### src/rtl/strided_line_buffer_array_pkg.sv
// Shared types and size helpers for the strided sliding-window generator.
// The PE array controller imports the same derived-size functions.
package strided_line_buffer_array_pkg;

  typedef enum logic [1:0] {
    ST_IDLE  = 2'd0,
    ST_RUN   = 2'd1,
    ST_DRAIN = 2'd2
  } state_t;

  function automatic int clog2_min1(input int n);
    int r;
    r = 0;
    for (int i = 0; i < 32; i++) begin
      if ((1 << r) < n) r = r + 1;
    end
    return (r < 1) ? 1 : r;
  endfunction

  function automatic int padded_dim(input int n, input int pad);
    return n + 2 * pad;
  endfunction

  function automatic int out_dim(input int np, input int k, input int stride);
    return (np - k) / stride + 1;
  endfunction

  // Flat element index of channel i, window row kr, window column kc.
  function automatic int win_idx(input int i, input int kr, input int kc,
                                 input int kh, input int kw);
    return (i * kh + kr) * kw + kc;
  endfunction

endpackage

### src/rtl/strided_line_buffer_array_row.sv
// One padded image row of pixel history: a DEPTH-deep shift register, advanced on i_en.
// Zero latency to the tap; no flow control of its own, the parent gates i_en.
module strided_line_buffer_array_row #(
  parameter int DEPTH = 7,
  parameter int WIDTH = 24
) (
  input  logic             clk,
  input  logic             i_en,
  input  logic [WIDTH-1:0] i_din,
  output logic [WIDTH-1:0] o_dout
);

  logic [WIDTH-1:0] r_mem [DEPTH];

  always_ff @(posedge clk) begin
    if (i_en) begin
      r_mem[0] <= i_din;
      for (int k = 1; k < DEPTH; k++) begin
        r_mem[k] <= r_mem[k-1];
      end
    end
  end

  assign o_dout = r_mem[DEPTH-1];

endmodule

### src/rtl/strided_line_buffer_array.sv
// Streams a raster feature map, inserts zero padding itself and emits strided Kh x Kw x Nin windows.
// Window registered one cycle after its last pixel steps in; any step that would emit stalls while the output slot is full.
module strided_line_buffer_array
  import strided_line_buffer_array_pkg::*;
#(
  parameter int Kh        = 3,
  parameter int Kw        = 3,
  parameter int h         = 5,
  parameter int w         = 5,
  parameter int Nin       = 3,
  parameter int pad_h     = 1,
  parameter int pad_w     = 1,
  parameter int STRIDE    = 1,
  parameter int BIT_WIDTH = 8
) (
  input  logic                           clk,
  input  logic                           rst,
  input  logic                           start,
  output logic                           busy,
  output logic                           done,
  input  logic                           in_valid,
  output logic                           in_ready,
  input  logic [Nin*BIT_WIDTH-1:0]       in_data,
  output logic                           out_valid,
  input  logic                           out_ready,
  output logic [Nin*Kh*Kw*BIT_WIDTH-1:0] out_data,
  output logic                           out_last
);

  localparam int Hp     = padded_dim(h, pad_h);
  localparam int Wp     = padded_dim(w, pad_w);
  localparam int RW     = clog2_min1(Hp);
  localparam int CW     = clog2_min1(Wp);
  localparam int PW     = Nin * BIT_WIDTH;
  localparam int LAST_R = Hp - 1 - ((Hp - Kh) % STRIDE);
  localparam int LAST_C = Wp - 1 - ((Wp - Kw) % STRIDE);

  if (Hp < Kh || Wp < Kw || STRIDE < 1 || Kh < 2 || Kw < 1) begin : g_bad_cfg
    $error("strided_line_buffer_array: kernel larger than padded map, or bad stride");
  end

  state_t          r_state, w_state_nxt;
  logic [RW-1:0]   r_row;
  logic [CW-1:0]   r_col;
  int              w_ri, w_ci;
  logic            w_interior, w_emit, w_at_last_win, w_at_end;
  logic            w_slot_free, w_slot_ok, w_fire, w_done_nxt;
  logic            r_out_vld, r_out_last, r_done;
  logic [PW-1:0]   w_pix;
  logic [Kh-1:0][PW-1:0] w_chain;
  logic [PW-1:0]   r_win     [Kh][Kw];
  logic [PW-1:0]   w_win_nxt [Kh][Kw];
  logic [PW-1:0]   r_out_win [Kh][Kw];

  always_comb begin
    w_ri          = int'(r_row);
    w_ci          = int'(r_col);
    w_interior    = (w_ri >= pad_h) && (w_ri < pad_h + h) &&
                    (w_ci >= pad_w) && (w_ci < pad_w + w);
    w_emit        = (w_ri >= Kh - 1) && (w_ci >= Kw - 1) &&
                    (((w_ri - (Kh - 1)) % STRIDE) == 0) &&
                    (((w_ci - (Kw - 1)) % STRIDE) == 0);
    w_at_last_win = (w_ri == LAST_R) && (w_ci == LAST_C);
    w_at_end      = (w_ri == Hp - 1) && (w_ci == Wp - 1);
    w_pix         = w_interior ? in_data : '0;
  end

  always_ff @(posedge clk or negedge rst) begin
    if (!rst) r_state <= ST_IDLE;
    else      r_state <= w_state_nxt;
  end

  always_comb begin
    w_state_nxt = r_state;
    w_fire      = 1'b0;
    in_ready    = 1'b0;
    w_done_nxt  = 1'b0;
    w_slot_free = !r_out_vld || out_ready;
    w_slot_ok   = !w_emit || w_slot_free;
    unique case (r_state)
      ST_IDLE: begin
        if (start) w_state_nxt = ST_RUN;
      end
      ST_RUN: begin
        in_ready = w_interior && w_slot_ok;
        w_fire   = w_slot_ok && (!w_interior || in_valid);
        if (w_fire && w_at_end) w_state_nxt = ST_DRAIN;
      end
      ST_DRAIN: begin
        if (w_slot_free) begin
          w_state_nxt = ST_IDLE;
          w_done_nxt  = 1'b1;
        end
      end
      default: w_state_nxt = ST_IDLE;
    endcase
  end

  // w_chain[k] is the pixel k padded rows above the one entering now.
  assign w_chain[0] = w_pix;
  for (genvar k = 0; k < Kh - 1; k++) begin : g_row
    strided_line_buffer_array_row #(
      .DEPTH(Wp),
      .WIDTH(PW)
    ) u_row (
      .clk   (clk),
      .i_en  (w_fire),
      .i_din (w_chain[k]),
      .o_dout(w_chain[k+1])
    );
  end

  always_comb begin
    for (int kr = 0; kr < Kh; kr++) begin
      for (int kc = 0; kc < Kw - 1; kc++) begin
        w_win_nxt[kr][kc] = r_win[kr][kc+1];
      end
      w_win_nxt[kr][Kw-1] = w_chain[Kh-1-kr];
    end
  end

  always_ff @(posedge clk) begin
    if (w_fire) r_win <= w_win_nxt;
  end

  always_ff @(posedge clk or negedge rst) begin
    if (!rst) begin
      r_row      <= '0;
      r_col      <= '0;
      r_out_vld  <= 1'b0;
      r_out_last <= 1'b0;
      r_done     <= 1'b0;
      for (int kr = 0; kr < Kh; kr++) begin
        for (int kc = 0; kc < Kw; kc++) begin
          r_out_win[kr][kc] <= '0;
        end
      end
    end else begin
      r_done <= w_done_nxt;
      if (r_state == ST_IDLE && start) begin
        r_row <= '0;
        r_col <= '0;
      end else if (w_fire) begin
        if (w_ci == Wp - 1) begin
          r_col <= '0;
          r_row <= (w_ri == Hp - 1) ? '0 : r_row + 1'b1;
        end else begin
          r_col <= r_col + 1'b1;
        end
      end
      // The window register keeps shifting on padding steps, so the output copy is separate.
      if (w_fire && w_emit) begin
        r_out_win  <= w_win_nxt;
        r_out_vld  <= 1'b1;
        r_out_last <= w_at_last_win;
      end else if (out_ready) begin
        r_out_vld  <= 1'b0;
        r_out_last <= 1'b0;
      end
    end
  end

  always_comb begin
    out_data = '0;
    for (int i = 0; i < Nin; i++) begin
      for (int kr = 0; kr < Kh; kr++) begin
        for (int kc = 0; kc < Kw; kc++) begin
          out_data[win_idx(i, kr, kc, Kh, Kw)*BIT_WIDTH +: BIT_WIDTH] =
            r_out_win[kr][kc][i*BIT_WIDTH +: BIT_WIDTH];
        end
      end
    end
  end

  assign busy      = (r_state == ST_RUN) || (r_state == ST_DRAIN);
  assign done      = r_done;
  assign out_valid = r_out_vld;
  assign out_last  = r_out_last;

endmodule

### config.mk
export PLATFORM = sky130hd
export DESIGN_NAME = strided_line_buffer_array
export DESIGN_NICKNAME = d
export VERILOG_FILES = /design/src/rtl/strided_line_buffer_array_pkg.sv /design/src/rtl/strided_line_buffer_array_row.sv /design/src/rtl/strided_line_buffer_array.sv
export SDC_FILE = /design/constraint.sdc
export NUM_CORES = 1
export LEC_CHECK = 0
export ABC_CLOCK_PERIOD_IN_PS = 25500
export CAP_MARGIN = 20
export CORE_ASPECT_RATIO = 1.75
export CORE_MARGIN = 5
export CORE_UTILIZATION = 24
export CTS_BUF_LIST = sky130_fd_sc_hd__clkbuf_2 sky130_fd_sc_hd__clkbuf_4 sky130_fd_sc_hd__clkbuf_8
export DETAILED_ROUTE_END_ITERATION = 10
export GPL_TIMING_DRIVEN = 0
export PLACE_DENSITY = 0.44
export SLEW_MARGIN = 10
export SYNTH_ARGS = -nofsm -noshare
export SYNTH_HDL_FRONTEND = slang
export SYNTH_HIERARCHICAL = 1
export SYNTH_SLANG_ARGS = --single-unit
### constraint.sdc
create_clock -name clk -period 25.5 [get_ports clk]
set_clock_uncertainty 0.15 [all_clocks]
set_input_delay 5.1 -clock clk [delete_from_list [all_inputs] [get_ports clk]]
set_output_delay 5.1 -clock clk [all_outputs]
set_load 0.005 [all_outputs]
==> results.json <==
{
  "drtIter0Drc": 437,
  "largest_net_degree_at_the_start_of_global_routing": 92,
  "ctsResizeCount": 0,
  "arrival_ps": 7000,
  "async_set_reset_flop_share_out_of_synthesis_pct": 32.1,
  "cts_num_sinks": 707,
  "placement_rows": 153,
  "number_of_storage_elements_in_the_synthesis_netlist": 707,
  "worstPathCellList": "clkdlybuf4s50_1 -> nand2b_1 -> clkbuf_1 -> o21a_1 -> and2_1 -> clkdlybuf4s50_1",
  "maxClockFrequency_ghz": 0.0816,
  "p_total_uw": 3350,
  "area_of_all_placed_cells_without_fillers_sq_um": 31100,
  "number_of_global_route_vias_before_repair": 11755,
  "die_y_microns": 427,
  "wirelength_per_cell_microns": 17.0,
  "cp-end-kind": "output port",
  "worst_hold_path_type": "flop to flop",
  "max-cap-violations": 0,
  "timing.critical_path.mode_cell": "sky130_fd_sc_hd__clkdlybuf4s50_1",
  "synth-edff-count": 480,
  "drt_wl_total_microns": 48300,
  "place.gp.congestion": 0.707,
  "cts_tree": "built",
  "ant_nets": 0,
  "synth_top_cells_by_area": "sky130_fd_sc_hd__edfxtp_1 60%, sky130_fd_sc_hd__dfrtp_1 24%, sky130_fd_sc_hd__mux2_4 8.1%",
  "clock_insertion_delay_worst_skew_ps": 750,
  "detailed_place_hpwl_microns": 30400,
  "synth_top_area_share_pct": 60.5,
  "crit_required_ps": 20250,
  "post_cts.repair.setup_buffers": 0,
  "cts_max_path_buffers": 3,
  "fin_hold_ws_ps": 259,
  "timing.final.crit_period_ps": 12250,
  "timing.final.crit_share_pct": 48.0,
  "detailed_place.area_sq_um": 28500,
  "vias": 10528,
  "cts_root_buf": "sky130_fd_sc_hd__clkbuf_8",
  "synth_instances": 1038,
  "slowest_delay_ps": 520,
  "layout_overhead_on_the_synthesized_area_pct": 30.6,
  "grt_setup_unrepaired": "no",
  "die_x_microns": 248,
  "slew_headroom_pct": 45.9,
  "status": "finished clean",
  "antenna_violations_before_repair": 1,
  "synthesis.yosys.warnings": 6,
  "static-leakage-power_uw": 0.0121,
  "final_util_pct": 31.4,
  "synth_top_area_cell": "sky130_fd_sc_hd__edfxtp_1",
  "start_util_pct": 24.1,
  "report.final.setup_viol": 0,
  "cts_inserted_buffers": 114,
  "cellPowerDensity_nw_per_um2": 108,
  "vias_per_cell": 3.70,
  "finalNetCount": 1458,
  "grt.overflow.total": 0,
  "synth_fp_nets": 1071,
  "pre_cts_slack_ps": 13250,
  "timing_worst_slew_pin_value_ps": 803,
  "clk_pin_slew_ps": 60,
  "core-area_sq_um": 99000,
  "detail_route.first_pass.iterations": 4,
  "ys_seq_area_share_pct": 84.3,
  "cp-start-kind": "input pin",
  "drive_gt1_share_pct": 32.0,
  "irDropWorstVdd_mv": 0.0452,
  "ctsHoldBuffers": 0,
  "yosys.cell_types.count": 39,
  "synthesis.area_sq_um": 23800,
  "final_max_slew_viols": 0,
  "slowest_stage": "sky130_fd_sc_hd__clkdlybuf4s50_1",
  "boundaryPins": 250,
  "clock_tree.htree_level_count": 3,
  "layout.cells.most_common_list": "480 x sky130_fd_sc_hd__edfxtp_1, 248 x sky130_fd_sc_hd__clkdlybuf4s50_1, 227 x sky130_fd_sc_hd__dfrtp_1",
  "mostFrequentLayoutCell": "sky130_fd_sc_hd__edfxtp_1",
  "worst-setup-path-type": "input pin to output port",
  "syn-mean-instance-area_sq_um": 23.0,
  "post-route-worst-setup-slack_ps": 13250,
  "port_buffers": 249,
  "die_area_sq_um": 106000,
  "ys.flop_type": "sky130_fd_sc_hd__edfxtp_1",
  "final_hold_viol_count": 0,
  "worstPathMaxFanout": 8,
  "drc_errors": 0,
  "grt_use_total_pct": 9.14,
  "grt_pass1_wl_microns": 73800
}
==> cell families (layout without fill, tap and decap cells) <==
family	count (synthesis)	after routing	share of synthesized area (%)
DFF	707	707	84.3
adders and majority gates	4	4	0.210
muxes	218	218	12.3
and+or+nand+nor	51	51	1.35
buffers and inverters	37	526	1.17
other	0	2	0
AOI/OAI and AO/OA	21	21	0.646
==> flip-flops by register name, indices dropped and copies added (netlist names) <==
signal,flops
g_row.u_row/r_mem,336
out_data,216
r_win,144
r_col,3
r_row,3
r_state,2
done,1
out_last,1
out_valid,1
==> critical path: cells and delay by family <==
| kind | cells | cell delay, ps |
|---|---|---|
| AO/OA/AOI/OAI | 1 | 380 |
| buffers and inverters | 3 | 1230 |
| AND/OR/NAND/NOR | 2 | 300 |
==> routing by layer <==
layer | global-route usage (%) | part of all wire (%) | routed length (microns) | vias up
li1 | - | - | - | 4784
met3 | 3.86 | 8.9 | 4280 | 102
met5 | 0 | 0 | 0 | -
met2 | 14.4 | 47 | 22900 | 340
met1 | 10.9 | 41 | 19700 | 5302
met4 | 3.97 | 2.9 | 1400 | 0
==> cells in the mapped netlist (all sizes together) (2+ instances only) <==
master	instances
edfxtp	480
dfrtp	227
mux2	217
and2	27
buf	26
inv	6
nor3	6
a21oi	5
clkbuf	5
ha	4
nand3	3
nor2	3
nand2	2
nand2b	2
o21ai	2
o22ai	2
o31ai	2
==> cell type report <==
class	instances	area, sq um
well taps	1317	1650
inverters	6	22.5
fillers	9678	67800
diodes	2	5.00
clock inverters	34	405
flip-flops and latches	707	20100
plain buffers	31	255
multi-input cells	294	3480
clock buffers	184	2230
repair buffers	271	2990
==> final timing paths <==
| path | start | to | slack, ps | cells past startpoint |
|---|---|---|---|---|
| hold reg to reg | g_row[1].u_row/r_mem[3][14]$_DFFE_PP_ | g_row[1].u_row/r_mem[4][14]$_DFFE_PP_ | 260 | 0 |
| hold / removal | g_row[1].u_row/r_mem[3][14]$_DFFE_PP_ | g_row[1].u_row/r_mem[4][14]$_DFFE_PP_ | 260 | 0 |
| min in group asynchronous | rst | out_data[60]$_DFFE_PN0P_ | 4140 | 1 |
| setup / recovery | out_ready | in_ready | 13250 | 6 |
| max in group asynchronous | rst | out_data[76]$_DFFE_PN0P_ | 20100 | 2 |
| setup reg to reg | r_col[1]$_DFFE_PN0P_ | r_win[97]$_DFFE_PP_ | 20920 | 13 |
==> stage by stage <==
step / instances / setup TNS, ps
2_1_floorplan: 1038 / 0
3_3_place_gp: 2604 / -215760
3_5_place_dp: 2626 / 0
4_1_cts: 2844 / 0
5_1_grt: 2846 / 0
6_report: 2846 / 0
==> where the power goes <==
group	switching [uW]	total [uW]	internal, uW
logic	200	298	98.0
clock network	466	1110	639
registers	130	1950	1820
total	796	3350	2560
Note: power is estimated with default switching activity, not from simulation.
